**src/rtl/imul_wb_buf_pkg.sv**
```systemverilog
// ----------------------------------------------------------------------------
// imul_wb_buf_pkg
// Shared definitions for the integer-multiplier writeback buffer.
//   IMUL_RES_W       : multiplier result width (bit 64 is the pointer flag)
//   IMUL_FLG_W       : multiplier flag width
//   IMUL_TAG_MAX_W   : widest destination tag an entry can carry; the top
//                      only uses the low TAG_W bits, so TAG_W must not exceed it
//   IMUL_DEF_MUL_LAT : default multiplier latency in clkEn-qualified cycles
//   imul_entry_t     : one buffered writeback {res, flg, tag}
//   imul_make_entry  : helper that assembles an entry from its fields
// ----------------------------------------------------------------------------
package imul_wb_buf_pkg;

   localparam int IMUL_RES_W       = 65;
   localparam int IMUL_FLG_W       = 6;
   localparam int IMUL_TAG_MAX_W   = 16;
   localparam int IMUL_DEF_MUL_LAT = 4;

   typedef struct packed {
      logic [IMUL_RES_W-1:0]     res;
      logic [IMUL_FLG_W-1:0]     flg;
      logic [IMUL_TAG_MAX_W-1:0] tag;
   } imul_entry_t;

   // Builds one entry; keeps the field order in a single place.
   function automatic imul_entry_t imul_make_entry(
      input logic [IMUL_RES_W-1:0]     res,
      input logic [IMUL_FLG_W-1:0]     flg,
      input logic [IMUL_TAG_MAX_W-1:0] tag
   );
      imul_entry_t e;
      e.res = res;
      e.flg = flg;
      e.tag = tag;
      return e;
   endfunction

endpackage

```
**src/rtl/imul_wb_fifo.sv**
```systemverilog
// ----------------------------------------------------------------------------
// imul_wb_fifo
// DEPTH-entry FIFO of multiplier writeback entries.
// Ports:
//   clk, rst   : clock, asynchronous active-high reset
//   push       : write push_data at the tail
//   push_data  : entry to write
//   pop        : remove the head entry (ignored when empty)
//   head       : current head entry
//   empty      : no entries stored
//   count_nxt  : occupancy after the current clock edge (used for credit)
// A push while full (and not popping) is dropped and leaves the FIFO unchanged.
// ----------------------------------------------------------------------------
module imul_wb_fifo
   import imul_wb_buf_pkg::*;
#(
   parameter int DEPTH = 4,
   localparam int PTR_W = $clog2(DEPTH),
   localparam int CNT_W = PTR_W + 1
)(
   input  logic              clk,
   input  logic              rst,
   input  logic              push,
   input  imul_entry_t       push_data,
   input  logic              pop,
   output imul_entry_t       head,
   output logic              empty,
   output logic [CNT_W-1:0]  count_nxt
);

   imul_entry_t      mem [DEPTH];
   logic [PTR_W-1:0] wr_ptr;
   logic [PTR_W-1:0] rd_ptr;
   logic [CNT_W-1:0] count;
   logic             full;
   logic             do_push;
   logic             do_pop;

   assign empty   = (count == '0);
   assign full    = (count == CNT_W'(DEPTH));
   assign do_pop  = pop && !empty;
   assign do_push = push && (!full || do_pop);
   assign head    = mem[rd_ptr];

   // Next occupancy: a simultaneous push and pop leaves the count unchanged.
   always_comb begin
      count_nxt = count;
      if (do_push && !do_pop) begin
         count_nxt = count + 1'b1;
      end else if (!do_push && do_pop) begin
         count_nxt = count - 1'b1;
      end
   end

   // Pointers and count; pointers wrap naturally because DEPTH is a power of 2.
   always_ff @(posedge clk or posedge rst) begin
      if (rst) begin
         wr_ptr <= '0;
         rd_ptr <= '0;
         count  <= '0;
      end else begin
         if (do_push) begin
            wr_ptr <= wr_ptr + 1'b1;
         end
         if (do_pop) begin
            rd_ptr <= rd_ptr + 1'b1;
         end
         count <= count_nxt;
      end
   end

   // Storage needs no reset: the head is only observed while non-empty.
   always_ff @(posedge clk) begin
      if (do_push) begin
         mem[wr_ptr] <= push_data;
      end
   end

   // Credit flow control upstream should make an overflowing push impossible.
   always_ff @(posedge clk) begin
      if (!rst) begin
         assert (!(push && full && !pop));
      end
   end

endmodule

```
**src/rtl/imul_wb_buf.sv**
```systemverilog
// ----------------------------------------------------------------------------
// imul_wb_buf
// Writeback buffer behind a fixed-latency integer multiplier. A tag pipe
// tracks issued multiplies, the result is captured when its tag reaches the
// end of the pipe, flags are merged one cycle later, and the merged entry is
// queued for a writeback port that may refuse (wb_gnt=0).
// Configuration macro: IMUL_WB_BYPASS_EN -- when defined, an entry that finds
// the FIFO empty is presented on wb_* in its merge cycle and skips the FIFO
// if granted.
// Ports:
//   clk, rst            : clock, asynchronous active-high reset
//   clkEn               : pipeline advance enable shared with the multiplier
//   issue_en, issue_tag : multiply issued this cycle and its destination tag
//   Res                 : multiplier result (bit 64 = pointer flag)
//   flg                 : multiplier flags, valid one cycle after Res
//   wb_gnt              : writeback port granted
//   wb_vld              : writeback request with valid data
//   wb_res/wb_flg/wb_tag: writeback payload (zero when wb_vld=0)
//   stall               : issue must hold off; set while in reset
// ----------------------------------------------------------------------------
module imul_wb_buf
   import imul_wb_buf_pkg::*;
#(
   parameter int DEPTH   = 4,
   parameter int TAG_W   = 9,
   parameter int MUL_LAT = IMUL_DEF_MUL_LAT
)(
   input  logic                  clk,
   input  logic                  rst,
   input  logic                  clkEn,
   input  logic                  issue_en,
   input  logic [TAG_W-1:0]      issue_tag,
   input  logic [IMUL_RES_W-1:0] Res,
   input  logic [IMUL_FLG_W-1:0] flg,
   input  logic                  wb_gnt,
   output logic                  wb_vld,
   output logic [IMUL_RES_W-1:0] wb_res,
   output logic [IMUL_FLG_W-1:0] wb_flg,
   output logic [TAG_W-1:0]      wb_tag,
   output logic                  stall
);

   localparam int CNT_W = $clog2(DEPTH) + 1;
   localparam int SUM_W = $clog2(DEPTH + MUL_LAT + 2) + 1;

   logic [MUL_LAT-1:0]    stg_vld;
   logic [TAG_W-1:0]      stg_tag [MUL_LAT];
   logic [MUL_LAT-1:0]    stg_vld_nxt;
   logic                  capture;
   logic                  pend_vld;
   logic [IMUL_RES_W-1:0] pend_res;
   logic [TAG_W-1:0]      pend_tag;
   imul_entry_t           merge_ent;
   imul_entry_t           fifo_head;
   imul_entry_t           out_ent;
   logic                  fifo_empty;
   logic [CNT_W-1:0]      count_nxt;
   logic                  bypass;
   logic                  push;
   logic                  pop;
   logic [SUM_W-1:0]      inflight_nxt;
   logic                  unused_tag_bits;

   // Tag pipe: one {valid,tag} stage per multiplier cycle, advancing only with
   // clkEn so it stays aligned with the multiplier; an issue without clkEn
   // never enters the pipe.
   always_ff @(posedge clk or posedge rst) begin
      if (rst) begin
         stg_vld <= '0;
         for (int i = 0; i < MUL_LAT; i++) begin
            stg_tag[i] <= '0;
         end
      end else if (clkEn) begin
         stg_vld[0] <= issue_en;
         stg_tag[0] <= issue_tag;
         for (int i = 1; i < MUL_LAT; i++) begin
            stg_vld[i] <= stg_vld[i-1];
            stg_tag[i] <= stg_tag[i-1];
         end
      end
   end

   assign capture = stg_vld[MUL_LAT-1] && clkEn;

   // Pending merge slot: holds Res and tag for exactly one cycle while the
   // flags arrive; back-to-back captures simply reload it.
   always_ff @(posedge clk or posedge rst) begin
      if (rst) begin
         pend_vld <= 1'b0;
         pend_res <= '0;
         pend_tag <= '0;
      end else begin
         pend_vld <= capture;
         if (capture) begin
            pend_res <= Res;
            pend_tag <= stg_tag[MUL_LAT-1];
         end
      end
   end

   // Flags are taken live in the merge cycle whether or not clkEn is high.
   assign merge_ent = imul_make_entry(pend_res, flg, IMUL_TAG_MAX_W'(pend_tag));

`ifdef IMUL_WB_BYPASS_EN
   assign bypass = pend_vld && fifo_empty;
`else
   assign bypass = 1'b0;
`endif

   // A bypassed entry that is granted never enters the FIFO.
   assign push = pend_vld && !(bypass && wb_gnt);
   assign pop  = wb_gnt && !fifo_empty;

   imul_wb_fifo #(
      .DEPTH (DEPTH)
   ) u_fifo (
      .clk       (clk),
      .rst       (rst),
      .push      (push),
      .push_data (merge_ent),
      .pop       (pop),
      .head      (fifo_head),
      .empty     (fifo_empty),
      .count_nxt (count_nxt)
   );

   // Payload is forced to zero when idle so nothing stale shows during reset.
   assign out_ent         = bypass ? merge_ent : fifo_head;
   assign wb_vld          = !fifo_empty || bypass;
   assign wb_res          = wb_vld ? out_ent.res : '0;
   assign wb_flg          = wb_vld ? out_ent.flg : '0;
   assign wb_tag          = wb_vld ? out_ent.tag[TAG_W-1:0] : '0;
   assign unused_tag_bits = ^out_ent.tag;

   // Next-state view of the pipe, so the registered stall reflects the
   // occupancy of the cycle in which it is seen.
   always_comb begin
      stg_vld_nxt = stg_vld;
      if (clkEn) begin
         stg_vld_nxt[0] = issue_en;
         for (int i = 1; i < MUL_LAT; i++) begin
            stg_vld_nxt[i] = stg_vld[i-1];
         end
      end
      inflight_nxt = SUM_W'(capture);
      for (int i = 0; i < MUL_LAT; i++) begin
         inflight_nxt = inflight_nxt + SUM_W'(stg_vld_nxt[i]);
      end
   end

   // Credit stall: everything already buffered or still on its way counts
   // against the FIFO, leaving one entry of slack for the issue in flight.
   always_ff @(posedge clk or posedge rst) begin
      if (rst) begin
         stall <= 1'b1;
      end else begin
         stall <= (SUM_W'(count_nxt) + inflight_nxt) >= SUM_W'(DEPTH - 1);
      end
   end

endmodule

```
**config.mk**
```make
export PLATFORM = sky130hd
export DESIGN_NAME = imul_wb_buf
export DESIGN_NICKNAME = d
export VERILOG_FILES = /design/src/rtl/imul_wb_buf_pkg.sv /design/src/rtl/imul_wb_fifo.sv /design/src/rtl/imul_wb_buf.sv
export SDC_FILE = /design/constraint.sdc
export NUM_CORES = 1
export LEC_CHECK = 0
export CORE_MARGIN = 5
export CORE_UTILIZATION = 25
export DETAILED_ROUTE_END_ITERATION = 7
export PLACE_DENSITY = 0.41
export SYNTH_ARGS = -nofsm -noshare
export SYNTH_HDL_FRONTEND = slang
export SYNTH_HIERARCHICAL = 1
export SYNTH_SLANG_ARGS = --single-unit
```
**constraint.sdc**
```tcl
create_clock -name clk -period 5.9 [get_ports clk]
set_input_delay 0.885 -clock clk [delete_from_list [all_inputs] [get_ports clk]]
set_output_delay 0.885 -clock clk [all_outputs]
set_load 0.05 [all_outputs]
```
# Yosys cells after proc, flatten, opt, wreduce, memory -nomap -nowiden
# Memories as Yosys holds them, arrays and structs flattened.
# Cells that the tools add are included.
# totals
register_bits,123
ram_bits,320
in_bits,85
word_cells,44
n_memories,1
# mem_list
name,words,width,read_ports,rd_clocked_by_memory_dff,wr,line,text
u_fifo.mem,4,80,1,0,1,imul_wb_fifo.sv:31,imul_entry_t mem [DEPTH];
# classes
add_sub_neg,9
n_lt_le_gt_ge,1
eq_ne,1
n_mux,8
n_reduce_logical,12
# ops
operator,n
$mux W65,1
$mux W9,1
$logic_and A1 B1 Y1,6
$mux W3,2
$mux W6,1
$add A3 B5 Y5,1
$add A4 B1 Y5,1
$ge A5 B2 Y1 const B,1
$add A2 B1 Y2 const B,2
$add A3 B1 Y4,1
$logic_not A1 Y1,4
$mux W4,1
$add A2 B1 Y3,1
$add A3 B1 Y3 const B,1
$eq A3 B3 Y1 const B,1
$logic_not A3 Y1,1
$sub A3 B1 Y3 const B,1
$add A1 B1 Y2,1
$mux W1,2
$logic_or A1 B1 Y1,1

# Longest topological paths before layout
# Gate-level depths: netlist (run 1).
# depth
depth_word,12
ltp_mapped,20
mapped_depth_nobuf,17

# Modules after synthesis
# Netlist (run 1), hierarchy kept.
# by_module_without_submodules
mod,n_inst,cells_each,area_each_um2,seq_area_each_um2
imul_wb_fifo,1,512,13063.8,10625.2
imul_wb_buf,1,356,5165.0,2904.0

# Worst setup path after synthesis (run 1)
# No wires, ideal clock.
# synth_path
path_kind,reg2reg
start,register u_fifo.count[1]
end,"memory u_fifo/mem[0][0] in the netlist's numbering, enable pin"
arrival_time_ns,3.854
slack_ns,1.591
stages_incl_launch_ff,11
period_less_slack_ns,4.309
path_cell_list,dfrtp_1 > inv_1 > ha_1 > nand2b_2 > inv_2 > clkbuf_1 > clkbuf_1 > nor2b_1 > nor2b_1 > a21oi_1 > and2_1
# synth_via
elab_chain_len,8
elab_cells_between_ends,10
classes_between,eq/ne (1); mux (2); reduce/logical (7)
# synth_rtl
element,line,text
start: declaration,imul_wb_fifo.sv:34,logic [CNT_W-1:0] count;
start signal: assignment,imul_wb_fifo.sv:68,count <= count_nxt;
$logic_not A3 Y1,imul_wb_fifo.sv:39,assign empty = (count == '0);
via fifo_empty,imul_wb_buf.sv:56,logic fifo_empty;
$logic_not A1 Y1,imul_wb_buf.sv:112,assign pop = wb_gnt && !fifo_empty;
$logic_and A1 B1 Y1,imul_wb_buf.sv:112,
via pop,imul_wb_buf.sv:60,logic pop;
$logic_and A1 B1 Y1,imul_wb_fifo.sv:41,assign do_pop = pop && !empty;
$logic_or A1 B1 Y1,imul_wb_fifo.sv:42,assign do_push = push && (!full || do_pop);
$logic_and A1 B1 Y1,imul_wb_fifo.sv:42,
$mux W1,imul_wb_fifo.sv:74,if (do_push) begin
$mux W1 (not written as such),imul_wb_fifo.sv:75,mem[wr_ptr] <= push_data;
end: declaration,imul_wb_fifo.sv:31,
# The timed path passes the listed nets, and every way through them passes these cells.

# Final worst setup path (run 1)
# layout_path
start,register u_fifo.count[1]
end,output wb_tag[1]
# layout_via
elab_chain_len,2
# layout_rtl
element,line,text
$logic_not A3 Y1,imul_wb_fifo.sv:39,
via fifo_empty,imul_wb_buf.sv:56,
$mux W9,imul_wb_buf.sv:132,assign wb_tag = wb_vld ? out_ent.tag[TAG_W-1:0] : '0;
end: declaration,imul_wb_buf.sv:39,"output logic [TAG_W-1:0] wb_tag,"
# The timed path passes the listed nets, and every way through them passes these cells.

==> results of run 1 <==
-- worst max-delay path, stage by stage, from the launching register on --
cell	delay, ps
dfrtp_1	420
inv_1	130
ha_1	310
nand2b_2	150
inv_4	410
buf_4	570
nor2b_1	110
clkdlybuf4s50_1	740
-- layer usage --
layer	up-vias	wire length [µm]	global-route usage
met1	4314	17800	0.140
met3	55	1900	0.0286
met2	155	18900	0.174
met4	2	633	0.0235
met5	-	13	0
li1	3625	-	-
-- per-stage QoR --
stage / hold slack (ps) / cells
floorplan: 471 / 832
global placement: 482 / 1852
detailed placement: 492 / 1852
CTS: 504 / 1952
global route: 516 / 1952
finish: 499 / 1953
-- cell type report --
type | count | area [µm²] | share of cell area
Timing Repair Buffer | 180 | 1840 | 0.0849
Multi-Input combinational cell | 328 | 4170 | 0.193
Clock buffer | 74 | 1530 | 0.0706
Clock inverter | 26 | 213 | 0.00983
Inverter | 19 | 81.3 | 0.00376
Sequential cell | 443 | 12700 | 0.587
Tap cell | 882 | 1100 | 0.0510
Antenna cell | 1 | 2.50 | 0.000116
-- cell usage in the layout, fill, tap and decap left out, drive strengths merged, types with 2 or more instances in the layout --
| cell type | instances |
|---|---|
| edfxtp | 320 |
| clkdlybuf4s50 | 165 |
| dfrtp | 122 |
| mux2 | 114 |
| nor2b | 85 |
| mux4 | 80 |
| clkbuf | 74 |
| inv | 21 |
| clkinv | 18 |
| buf | 15 |
| ha | 11 |
| a21oi | 5 |
| o21ai | 5 |
| xnor2 | 4 |
| and2 | 4 |
| nand2 | 4 |
| fa | 3 |
| clkinvlp | 3 |
| bufinv | 3 |
| nand2b | 2 |
-- state kept, by name, summed over array words and instances, names as in the netlist --
| register | cells |
|---|---|
| stg_tag | 36 |
| pend_vld | 1 |
| u_fifo/rd_ptr | 2 |
| pend_tag | 9 |
| stall | 1 |
| u_fifo/mem | 320 |
| stg_vld | 4 |
| u_fifo/count | 3 |
| u_fifo/wr_ptr | 2 |
| pend_res | 65 |
-- power by group --
group	switching [W]	total [W]	internal (W)
clock network	0.00126	0.00319	0.00193
registers	0.000438	0.00457	0.00413
logic	0.00253	0.00429	0.00176
total	0.00422	0.0120	0.00782
-- worst max path at each step --
stage	from	to	slack, ps	depth (start not counted)
finish	u_fifo/count[1]$_DFF_PP0_	wb_tag[1]	1500	7
detailed placement	wb_gnt	stall$_DFF_PP1_	1670	13
CTS	u_fifo/count[1]$_DFF_PP0_	wb_res[32]	1370	7
floorplan	u_fifo/count[1]$_DFF_PP0_	u_fifo/mem[0][0]$_DFFE_PP_	1760	10
global route	u_fifo/count[1]$_DFF_PP0_	wb_tag[3]	1200	7
global placement	wb_gnt	stall$_DFF_PP1_	1730	13
==> impl_metrics.env, run 1 <==
export IMPL_status="completed"
export IMPL_clkTransAtPathRegs_ps=50
export IMPL_hold_end="stg_tag[23]$_DFFE_PP0P_"
export IMPL_track_usage=0.105
export IMPL_clock_latency_ps=580
export IMPL_r2r_start="u_fifo/count[1]$_DFF_PP0_"
export IMPL_grt_pass1_vias=9003
export IMPL_vias=8151
export IMPL_final_area_um2=21600
export IMPL_rows=96
export IMPL_postSynthCellCount=832
export IMPL_grt_max_degree=50
export IMPL_placed_area_um2=19900
export IMPL_worstMarginPinSlew_ps=920
export IMPL_critPathCaptureType="output port"
export IMPL_fin_ws_ps=1500
export IMPL_htree_levels=2
export IMPL_rrSetupSlack_ps=1780
export IMPL_period_needed_ps=4400
export IMPL_post_route_period_util=0.745
export IMPL_first_pass_iters=4
export IMPL_fmax_mhz=227
export IMPL_total_power_w=0.0120
export IMPL_wl_um=39200
export IMPL_reg2reg_depth=16
export IMPL_synthToLayoutAreaGrowth_pct=25.6
export IMPL_avgSynthCellArea_um2=20.7
export IMPL_final_setup_tns_ps=0
export IMPL_hold_viol=0
export IMPL_rsz0062_at_grt="false"
export IMPL_synth_area_um2=17200
export IMPL_hp_class="reg2reg"
export IMPL_dp_hpwl_um=22700
export IMPL_worstPathRequired_ps=5020
export IMPL_ir_worst_vdd_v=0.000286
export IMPL_p_leak_nw=7.50
export IMPL_numCtsBuffers=53
export IMPL_hold_depth=1
export IMPL_via_per_inst=4.17
export IMPL_startpoint_type="flop"
export IMPL_io_pins=167
export IMPL_worstPathMaxFanout=48
export IMPL_wl_per_cell_um=20.1
export IMPL_die_h_um=273
export IMPL_cts_setup_buffers=0
export IMPL_cts_tree="done"
export IMPL_final_core_util=0.316
export IMPL_num_nets_final=1124
export IMPL_relSlewSlack=0.386
export IMPL_worst_r2r_endpoint="stall$_DFF_PP1_"
export IMPL_skew_ps=14.3
export IMPL_root_buffer="clkbuf_16"
export IMPL_preCtsSetupSlack_ps=1670
export IMPL_synth_nets=931
export IMPL_fill_cells=6614
export IMPL_coreArea_um2=68500
export IMPL_ctsResizeCount=0
export IMPL_initial_core_util=0.252
export IMPL_antenna_found_initial=4
export IMPL_holdCritStartpoint="stg_tag[32]$_DFFE_PP0P_"
export IMPL_setup_viol=0
export IMPL_drc=0
export IMPL_grt_overflow_total=0
export IMPL_pwr_density_cell_nw_per_um2=557
export IMPL_gp_congestion=0.674
export IMPL_hold_buffers=0
export IMPL_crit_type="reg2out"
export IMPL_die_w_um=273
export IMPL_yosys_warnings=6
export IMPL_die_area_um2=74300
export IMPL_critical_path_arrival_ps=3510
export IMPL_final_layout_size_suffix_gt1_frac=0.279
export IMPL_grt_pass1_wl_um=59300
export IMPL_first_iter_violations=326
export IMPL_max_clock_path_buffers=3
export IMPL_ant_nets=0
export IMPL_portBuffers=166
export IMPL_cts_sinks=443
export IMPL_drv_slew=0
export IMPL_drv_max_cap_violation_count=0
(Power assumes the default switching activity.)
==> run 2, diff against run 1 <==
- clock period: 5.9 -> 4.55 ns (I/O delays scaled with it)
==> impl_metrics.env, run 2 (synthesized netlist as in run 1, its figures left out) <==
export IMPL_p_leak_nw=7.54
export IMPL_fmax_mhz=267
export IMPL_status="completed"
export IMPL_critPathCaptureType="output port"
export IMPL_synthToLayoutAreaGrowth_pct=26.1
export IMPL_max_clock_path_buffers=3
export IMPL_grt_pass1_wl_um=59700
export IMPL_ir_worst_vdd_v=0.000278
export IMPL_hold_buffers=0
export IMPL_top_regs="u_fifo/mem (320), pend_res (65), stg_tag (36)"
export IMPL_rrSetupSlack_ps=1040
export IMPL_first_iter_violations=333
export IMPL_cts_sinks=443
export IMPL_path_cells="buf_4 -> mux4_2 -> nor2b_1 -> clkdlybuf4s50_1"
export IMPL_hold_viol=0
export IMPL_die_area_um2=74300
export IMPL_setup_viol=0
export IMPL_critical_path_arrival_ps=3060
export IMPL_hp_class="in2async"
export IMPL_period_needed_ps=3740
export IMPL_critical_path_buf_inv_count=2
export IMPL_worstMarginPinSlew_ps=771
export IMPL_ff_latch_area_um2=12700
export IMPL_clkTransAtPathRegs_ps=60
export IMPL_regMostFlops="u_fifo/mem"
export IMPL_first_pass_iters=4
export IMPL_worstPathRequired_ps=3870
export IMPL_crit_path_start="u_fifo/rd_ptr[0]$_DFFE_PP0N_"
export IMPL_ctsResizeCount=0
export IMPL_ant_nets=0
export IMPL_num_nets_final=1132
export IMPL_largest_register_ff_count=320
export IMPL_layout_common_cells="320 x edfxtp_1, 165 x clkdlybuf4s50_1, 120 x dfrtp_1, 85 x mux2_2, 85 x nor2b_1"
export IMPL_fill_cells=6628
export IMPL_total_power_w=0.0156
export IMPL_dp_hpwl_um=23000
export IMPL_relSlewSlack=0.486
export IMPL_htree_levels=2
export IMPL_die_w_um=273
export IMPL_initial_core_util=0.252
export IMPL_startpoint_type="flop"
export IMPL_gp_congestion=0.642
export IMPL_clock_latency_ps=580
export IMPL_crit_type="reg2out"
export IMPL_drv_slew=0
export IMPL_wl_um=39100
export IMPL_final_setup_tns_ps=0
export IMPL_io_pins=167
export IMPL_drc=0
export IMPL_root_buffer="clkbuf_16"
export IMPL_die_h_um=273
export IMPL_cts_setup_buffers=0
export IMPL_wl_per_cell_um=20.0
export IMPL_pwr_density_cell_nw_per_um2=717
export IMPL_antenna_found_initial=6
export IMPL_multiInputGateArea_um2=4170
export IMPL_grt_max_degree=83
export IMPL_cp_slowest_cell="clkdlybuf4s50_1"
export IMPL_skew_ps=14.0
export IMPL_post_route_period_util=0.822
export IMPL_via_per_inst=4.16
export IMPL_numCtsBuffers=52
export IMPL_coreArea_um2=68500
export IMPL_drv_max_cap_violation_count=0
export IMPL_final_common_cell="edfxtp_1"
export IMPL_vias=8153
export IMPL_r2r_start="u_fifo/count[1]$_DFF_PP0_"
export IMPL_grt_pass1_vias=9246
export IMPL_grt_overflow_total=0
export IMPL_rsz0062_at_grt="false"
export IMPL_track_usage=0.106
export IMPL_portBuffers=166
export IMPL_max_stage_delay_ps=720
export IMPL_rows=96
export IMPL_final_layout_size_suffix_gt1_frac=0.288
export IMPL_cts_tree="done"
export IMPL_worstPathMaxFanout=16
export IMPL_path_delay_family="buffers and inverters"
export IMPL_final_core_util=0.317
[run 2: changes by cell type in the layout (fill, tap and decap cells not counted), sizes merged]
cell	change
clkinv	-7
clkbuf	+2
clkinvlp	+1
inv	+1
buf	+9
[run 2: path summary, 6_finish.rpt]
path                                              to  cells past startpoint
setup / recovery                          wb_res[33]                      4
hold / removal             u_fifo/count[0]$_DFF_PP0_                      2
setup reg to reg                     stall$_DFF_PP1_                     17
hold reg to reg              stg_tag[23]$_DFFE_PP0P_                      1
max in group asynchronous   pend_res[40]$_DFFE_PP0P_                      3
min in group clk             stg_tag[23]$_DFFE_PP0P_                      1
[run 2: per-layer routing]
metal | up-vias | global-route usage | part of all wire
met3 | 62 | 0.0273 | 0.048
met2 | 152 | 0.179 | 0.49
met5 | - | 0 | 0.0012
met1 | 4292 | 0.137 | 0.44
met4 | 6 | 0.0249 | 0.019
li1 | 3641 | - | -
[run 2: where the power goes]
part           total (W)  internal (W)  switching, W
clock network    0.00405       0.00243       0.00162
logic            0.00567       0.00233       0.00333
registers        0.00586       0.00535      0.000505
total             0.0156        0.0101       0.00546
[run 2: metrics by stage]
step | area (µm²) | hold WS, ps | worst slack [ps] | std cells
floorplan | 17200 | 471 | 406 | 832
global placement | 20000 | 484 | 822 | 1861
detailed placement | 20000 | 490 | 826 | 1861
CTS | 21700 | 453 | 657 | 1958
global route | 21700 | 503 | 588 | 1958
finish | 21700 | 490 | 811 | 1959
[run 2: final cells by class]
type                       instances  share of cell area
inverter                          19             0.00374
clock buffer                      76              0.0683
tap                              882              0.0508
multi-input combinational        328               0.192
timing repair buffer             189              0.0911
antenna                            1            0.000115
sequential                       443               0.584
clock inverter                    21             0.00939
==> run 3, diff against run 2 <==
- clock period: 4.55 -> 3.9 ns (I/O delays scaled with it)
==> impl_metrics.env, run 3 (synthesized netlist as in run 1, its figures left out) <==
export IMPL_initial_core_util=0.252
export IMPL_p_sw_w=0.00641
export IMPL_cp_slowest_cell="clkdlybuf4s50_1"
export IMPL_drv_slew=0
export IMPL_p_int_w=0.0119
export IMPL_status="completed"
export IMPL_num_nets_final=1134
export IMPL_p_leak_nw=7.59
export IMPL_die_w_um=273
export IMPL_final_layout_size_suffix_gt1_frac=0.290
export IMPL_worstPathRequired_ps=3310
export IMPL_critical_path_arrival_ps=3050
export IMPL_dp_hpwl_um=22900
export IMPL_pwr_share_seq=0.372
export IMPL_die_area_um2=74300
export IMPL_clock_latency_ps=580
export IMPL_crit_type="reg2out"
export IMPL_rsz0062_at_grt="false"
export IMPL_switching_share=0.350
export IMPL_cts_sinks=443
export IMPL_coreArea_um2=68500
export IMPL_largest_register_ff_count=320
export IMPL_path_cells="inv_1 -> ha_1 -> nand2b_2 -> inv_4 -> buf_12 -> nor2b_1 -> clkdlybuf4s50_1"
export IMPL_startpoint_type="flop"
export IMPL_io_pins=167
export IMPL_pwr_density_cell_nw_per_um2=840
export IMPL_hp_class="in2async"
export IMPL_grt_pass1_wl_um=59600
export IMPL_top_regs="u_fifo/mem (320), pend_res (65), stg_tag (36)"
export IMPL_hold_viol=0
export IMPL_gp_congestion=0.650
export IMPL_post_place_cells=1863
export IMPL_first_iter_violations=374
export IMPL_grt_overflow_total=0
export IMPL_post_route_period_util=0.932
export IMPL_cts_setup_buffers=0
export IMPL_max_clock_path_buffers=3
export IMPL_die_h_um=273
export IMPL_vias=8173
export IMPL_root_buffer="clkbuf_16"
export IMPL_skew_ps=24.1
export IMPL_instances_no_fill=1962
export IMPL_fmax_mhz=275
export IMPL_drv_max_cap_violation_count=0
export IMPL_clockPowerShare=0.264
export IMPL_first_pass_iters=4
export IMPL_antenna_found_initial=1
export IMPL_numCtsBuffers=52
export IMPL_regMostFlops="u_fifo/mem"
export IMPL_layout_common_cells="320 x edfxtp_1, 164 x clkdlybuf4s50_1, 120 x dfrtp_1, 85 x mux2_2, 85 x nor2b_1"
export IMPL_grt_pass1_vias=9079
export IMPL_worstPathMaxFanout=82
export IMPL_critPathCaptureType="output port"
export IMPL_final_core_util=0.318
export IMPL_worstMarginPinSlew_ps=684
export IMPL_wl_um=39200
export IMPL_track_usage=0.106
export IMPL_grt_max_degree=83
export IMPL_final_setup_tns_ps=0
export IMPL_wl_per_cell_um=20.0
export IMPL_cts_tree="done"
export IMPL_p_comb_frac=0.364
export IMPL_period_needed_ps=3640
export IMPL_ant_nets=0
export IMPL_htree_levels=2
export IMPL_setup_viol=0
export IMPL_clkTransAtPathRegs_ps=60
export IMPL_max_stage_delay_ps=880
export IMPL_rows=96
export IMPL_ir_worst_vdd_v=0.000397
export IMPL_final_common_cell="edfxtp_1"
export IMPL_synthToLayoutAreaGrowth_pct=26.5
export IMPL_relSlewSlack=0.543
export IMPL_portBuffers=166
export IMPL_via_per_inst=4.17
export IMPL_drc=0
## run 3: worst max-delay path: cells and delay by family, from the launching register on
kind	cells	cell delay [ps]
simple gates	2	480
fa+ha+maj	1	270
flops	1	410
buf+inv	4	1270
## run 3: repair_timing
action,in CTS,in global routing
endpoints found under the setup margin,0,1
hold buffers,0,0
resized for setup,0,1
## run 3: area by class of cell
type | count | area (µm²)
Multi-Input combinational cell | 328 | 4170
Inverter | 19 | 81.3
Clock inverter | 27 | 258
Tap cell | 882 | 1100
Timing Repair Buffer | 191 | 2000
Fill cell | 6616 | 46700
Clock buffer | 71 | 1480
Sequential cell | 443 | 12700
Antenna cell | 1 | 2.50
## run 3: worst paths after layout
check                      cells past startpoint                 startpoint  slack (ps)                         to
setup / recovery                               7  u_fifo/count[1]$_DFF_PP0_         260                  wb_tag[7]
hold / removal                                 2                        rst         400  u_fifo/count[0]$_DFF_PP0_
setup reg to reg                              16  u_fifo/count[1]$_DFF_PP0_         480            stall$_DFF_PP1_
hold reg to reg                                1     stg_tag[6]$_DFFE_PP0P_         500     stg_tag[6]$_DFFE_PP0P_
max in group asynchronous                      3                        rst        2630   pend_res[30]$_DFFE_PP0P_
min in group clk                               2                      clkEn         500    stg_tag[26]$_DFFE_PP0P_
## run 3: routing by layer
layer	vias up	track usage	routed length (µm)
met3	57	0.0234	1690
met4	0	0.0296	812
met1	4321	0.138	17300
met2	158	0.177	19300
li1	3637	-	-
met5	-	0	0
## run 3: power by group through the flow
| stage | Combinational, W | Clock [W] | Sequential, W |
|---|---|---|---|
| finish | 0.00666 | 0.00482 | 0.00681 |
| global route | 0.00710 | 0.00523 | 0.00695 |
| CTS | 0.00686 | 0.00502 | 0.00684 |
| detailed placement | 0.00684 | 0 | 0.00693 |
| global placement | 0.00685 | 0 | 0.00688 |
| floorplan | 0.00475 | 0 | 0.00667 |
## run 3: through the flow
stage / worst slack [ps] / cell area, µm² / total power, W / hold WS [ps]
after floorplan: 178 / 17200 / 0.0114 / 388
after global placement: 418 / 20000 / 0.0137 / 485
after detailed placement: 357 / 20000 / 0.0138 / 491
after CTS: 174 / 21800 / 0.0187 / 360
after global routing: 30.0 / 21800 / 0.0193 / 406
final: 264 / 21800 / 0.0183 / 397
